`src/rtl/switch_allocator.sv`:
```
// Wormhole switch allocator. Each output port runs an IDLE/LOCKED FSM and grants one requesting
// input by round-robin. The grant is held until that input's tail flit has crossed the switch.
module switch_allocator #(
    parameter int unsigned NUM_PORTS = 5,
    parameter int unsigned PORT_W    = $clog2(NUM_PORTS)
) (
    input  logic                          clk,
    input  logic                          reset,
    input  logic [NUM_PORTS-1:0]          i_switch_req,
    input  logic [NUM_PORTS*PORT_W-1:0]   i_dest,
    input  logic [NUM_PORTS-1:0]          i_tail_sent,
    input  logic [NUM_PORTS-1:0]          i_out_free,
    output logic [NUM_PORTS-1:0]          o_switch_ack,
    output logic [NUM_PORTS*PORT_W-1:0]   o_xbar_sel,
    output logic [NUM_PORTS-1:0]          o_out_locked
);

    typedef enum logic {StIdle, StLocked} state_e;

    state_e            r_state      [NUM_PORTS];
    state_e            w_state_next [NUM_PORTS];
    logic [PORT_W-1:0] r_owner      [NUM_PORTS];
    logic [PORT_W-1:0] w_owner_next [NUM_PORTS];
    logic [PORT_W-1:0] r_rr         [NUM_PORTS];
    logic [PORT_W-1:0] w_rr_next    [NUM_PORTS];

    logic [PORT_W-1:0]    w_dest   [NUM_PORTS];
    logic [NUM_PORTS-1:0] w_cand   [NUM_PORTS];
    logic [NUM_PORTS-1:0] w_found;
    logic [PORT_W-1:0]    w_winner [NUM_PORTS];
    logic [NUM_PORTS-1:0] w_ack;

    // Out-of-range destinations never compare equal to a real output, so they are dropped here.
    always_comb begin
        for (int i = 0; i < NUM_PORTS; i++) begin
            w_dest[i] = i_dest[i*PORT_W +: PORT_W];
        end
        for (int o = 0; o < NUM_PORTS; o++) begin
            w_cand[o] = '0;
            for (int i = 0; i < NUM_PORTS; i++) begin
                w_cand[o][i] = i_switch_req[i] && (w_dest[i] == PORT_W'(o)) && !w_ack[i];
            end
        end
    end

    // Round-robin search starting at the pointer, wrapping modulo NUM_PORTS.
    always_comb begin
        logic [PORT_W-1:0] idx;
        idx = '0;
        for (int o = 0; o < NUM_PORTS; o++) begin
            w_found[o]  = 1'b0;
            w_winner[o] = '0;
            for (int k = 0; k < NUM_PORTS; k++) begin
                idx = PORT_W'((32'(r_rr[o]) + 32'(k)) % NUM_PORTS);
                if (!w_found[o] && w_cand[o][idx]) begin
                    w_found[o]  = 1'b1;
                    w_winner[o] = idx;
                end
            end
        end
    end

    always_ff @(posedge clk) begin
        for (int o = 0; o < NUM_PORTS; o++) begin
            if (reset) begin
                r_state[o] <= StIdle;
                r_owner[o] <= '0;
                r_rr[o]    <= '0;
            end else begin
                r_state[o] <= w_state_next[o];
                r_owner[o] <= w_owner_next[o];
                r_rr[o]    <= w_rr_next[o];
            end
        end
    end

    always_comb begin
        for (int o = 0; o < NUM_PORTS; o++) begin
            w_state_next[o] = r_state[o];
            w_owner_next[o] = r_owner[o];
            w_rr_next[o]    = r_rr[o];
            unique case (r_state[o])
                StIdle: begin
                    if (i_out_free[o] && w_found[o]) begin
                        w_state_next[o] = StLocked;
                        w_owner_next[o] = w_winner[o];
                        w_rr_next[o]    = PORT_W'((32'(w_winner[o]) + 32'd1) % NUM_PORTS);
                    end
                end
                StLocked: begin
                    if (i_tail_sent[r_owner[o]]) begin
                        w_state_next[o] = StIdle;
                    end
                end
                default: w_state_next[o] = StIdle;
            endcase
        end
    end

    // Outputs depend only on registered state; sel keeps the last owner after release.
    always_comb begin
        w_ack        = '0;
        o_xbar_sel   = '0;
        o_out_locked = '0;
        for (int o = 0; o < NUM_PORTS; o++) begin
            o_out_locked[o]                 = (r_state[o] == StLocked);
            o_xbar_sel[o*PORT_W +: PORT_W]  = r_owner[o];
        end
        for (int i = 0; i < NUM_PORTS; i++) begin
            for (int o = 0; o < NUM_PORTS; o++) begin
                if (r_state[o] == StLocked && r_owner[o] == PORT_W'(i)) begin
                    w_ack[i] = 1'b1;
                end
            end
        end
        o_switch_ack = w_ack;
    end

endmodule

```
`config.mk`:
```
export PLATFORM = sky130hd
export DESIGN_NAME = switch_allocator
export DESIGN_NICKNAME = d
export VERILOG_FILES = /design/src/rtl/switch_allocator.sv
export SDC_FILE = /design/constraint.sdc
export NUM_CORES = 1
export LEC_CHECK = 0
export ABC_AREA = 1
export CORE_ASPECT_RATIO = 2
export CORE_MARGIN = 2
export CORE_UTILIZATION = 60
export DETAILED_ROUTE_END_ITERATION = 10
export GPL_TIMING_DRIVEN = 0
export PLACE_DENSITY = 0.81
export SYNTH_ARGS = -nofsm -noshare
export SYNTH_HDL_FRONTEND = slang
export SYNTH_SLANG_ARGS = --single-unit
```
`constraint.sdc`:
```
create_clock -name clk -period 5.2 [get_ports clk]
set_clock_uncertainty 0.05 [all_clocks]
set_input_delay 0.52 -clock clk [delete_from_list [all_inputs] [get_ports clk]]
set_output_delay 0.52 -clock clk [all_outputs]
set_load 0.01 [all_outputs]
```
==> summary.txt <==
clock latency on the worst-skew pair -> 290 ps
Critical Path AT -> 4900 ps
final max-slew violation count -> 0
WL/cell -> 13.93 microns
CTS buffer count -> 5
Diodes inserted -> 0
final WL -> 25.16 mm
Total Die Area -> 16,210 sq um
Total GRT Usage -> 0.3076
Ys Warns -> 0
# nets final -> 1,758
IO Port Bufs -> 56
Main synth FF type -> dfxtp_1
max-cap viol count -> 0
#FFs+latches synth -> 35
CTS Sinks -> 35
synth cell count leaders -> nand2_1 (362), inv_1 (246), nand3_1 (176), ha_1 (114), nor2_1 (112)
slowest stage delay, CP -> 390 ps
P&R area growth vs syn -> 13.04%
number of nets with antenna violations after routing -> 0
drt via density -> 5.576
RSZ-0062 raised after global routing -> no
register area share after synthesis -> 0.07708
DRT iter0 DRCs -> 448
Post-route DRC -> 0
Core ar. -> 14,820 sq um
Cell Rows -> 63
via count -> 10,070
Post-synth ARST share -> 0
ranking of synthesized cells by area -> ha_1 (16%), nand2_1 (15%), inv_1 (10%)
Worst Path Required -> 5300 ps
Slew HR -> 0.4837
die height -> 178.1 microns
minimum clock period after layout -> 4807 ps
largest area contributor in the synthesized netlist -> ha_1
Synth cell types -> 66
Finish-stage setup viols -> 0
share of cells above drive strength 1 -> 0.1484
final hold violation count -> 0
vias in the first global route -> 9,679
Setup CP Type -> reg2reg
Setup crit start kind -> flip-flop
cts hold-fix bufs -> 0
EDFF count, synth -> 0
final period utilization -> 0.9244
Avg Cell Area, Syn -> 5.903 sq um
CTS tree -> built
die width -> 91.04 microns
most frequent cell after synthesis -> nand2_1
clk root buf -> clkbuf_16
initial antenna violation count -> 0
# fillers -> 1,449
RePlAce Congestion -> 1.042
Reg clk slew, reported paths -> 50 ps
CTS Buffer Depth -> 2
Initial Util -> 0.6134
Worst path slowest cell -> dfxtp_4
Gate Count Post-Synth -> 1,540
Synth top area share -> 0.1569
fmax -> 0.2080 GHz
Pre-antenna DRT Iters -> 5
outcome -> finished clean
Setup crit end kind -> flip-flop
largest net degree at the start of global routing -> 12
CP max FO -> 10
Setup TNS -> 0 ps
Post-Syn Area -> 9090 sq um
syn nets -> 1,687
total grt overflow -> 0
first-pass GRT wire length -> 41.63 mm
H-tree depth -> 2
Ports -> 57
actual slew at the worst max-slew pin -> 766.3 ps
Hold Crit Class -> reg2reg
Detail Placement HPWL -> 20.95 mm
-- registers in the layout (all words and copies together) (netlist names) --
signal / cells
r_owner: 15
r_rr: 15
r_state: 5
-- per-layer routing --
layer	global-route usage	up-vias	wire length [microns]
met2	0.6228	278	13720
li1	-	5105	-
met3	0.02873	105	833
met4	0.1806	0	1475
met5	0	-	0
met1	0.2910	4582	9134
-- metrics by stage --
step	instances	cell area (sq um)	hold slack, ps	setup WS [ps]	util
3_5_place_dp	1791	9894	479.2	103.4	0.6677
5_1_grt	1806	10270	518.1	2.293	0.6933
3_3_place_gp	1791	9894	472.5	173.7	0.6677
4_1_cts	1798	10040	489.1	84.53	0.6774
2_1_floorplan	1540	9090	448.9	746.4	-
6_report	1806	10270	492.6	393.3	0.6933
-- placed cells by master, fill, tap and decap left out, types with 33 or more instances in the layout --
master             n
clkdlybuf4s50_1   56
nand2_1          357
ha_1             106
nor2_1           111
nand2_2           54
o21ai_0           61
a21oi_1           61
inv_1            244
o21ai_1           33
inv_2             38
nand3_1          175
-- worst paths after layout --
kind	startpoint	to	slack [ps]	depth (start not counted)
setup / recovery	r_rr[4][0]	r_rr[4][1]	390	30
hold reg to reg	r_state[4]	r_state[4]	490	2
hold / removal	r_state[4]	r_state[4]	490	2
setup reg to reg	r_rr[4][0]	r_rr[4][1]	390	30
-- cell type report --
class,instances,area [sq um],share of cell area
Sequential cell,35,721.9,0.07026
Tap cell,195,244.0,0.02375
Clock inverter,1,5.005,0.0004871
Buffer,21,150.1,0.01461
Inverter,286,1085,0.1056
Timing Repair Buffer,64,620.6,0.06040
Multi-Input combinational cell,1198,7310,0.7114
Clock buffer,6,138.9,0.01352
-- worst max-delay path, delay by kind of cell (launching register included) --
family | cells | cell delay [ps]
flops | 1 | 390
simple gates | 15 | 1860
fa+ha+maj | 5 | 1170
xor+xnor | 1 | 190
compound gates | 3 | 450
buf+inv | 6 | 530
-- kinds of logic after synthesis --
logic type | synth area share
buf+inv | 0.1328
xor+xnor | 0.04831
flops | 0.07708
compound gates | 0.1496
simple gates | 0.4330
fa+ha+maj | 0.1591
-- what timing repair did --
item | in CTS | in global routing
gates resized for setup | 0 | 50
setup endpoints to repair | 0 | 8
setup buffers | 0 | 8
Power is not shown: default switching activity piles up to over one toggle a cycle in this logic, so the estimate is an artifact.
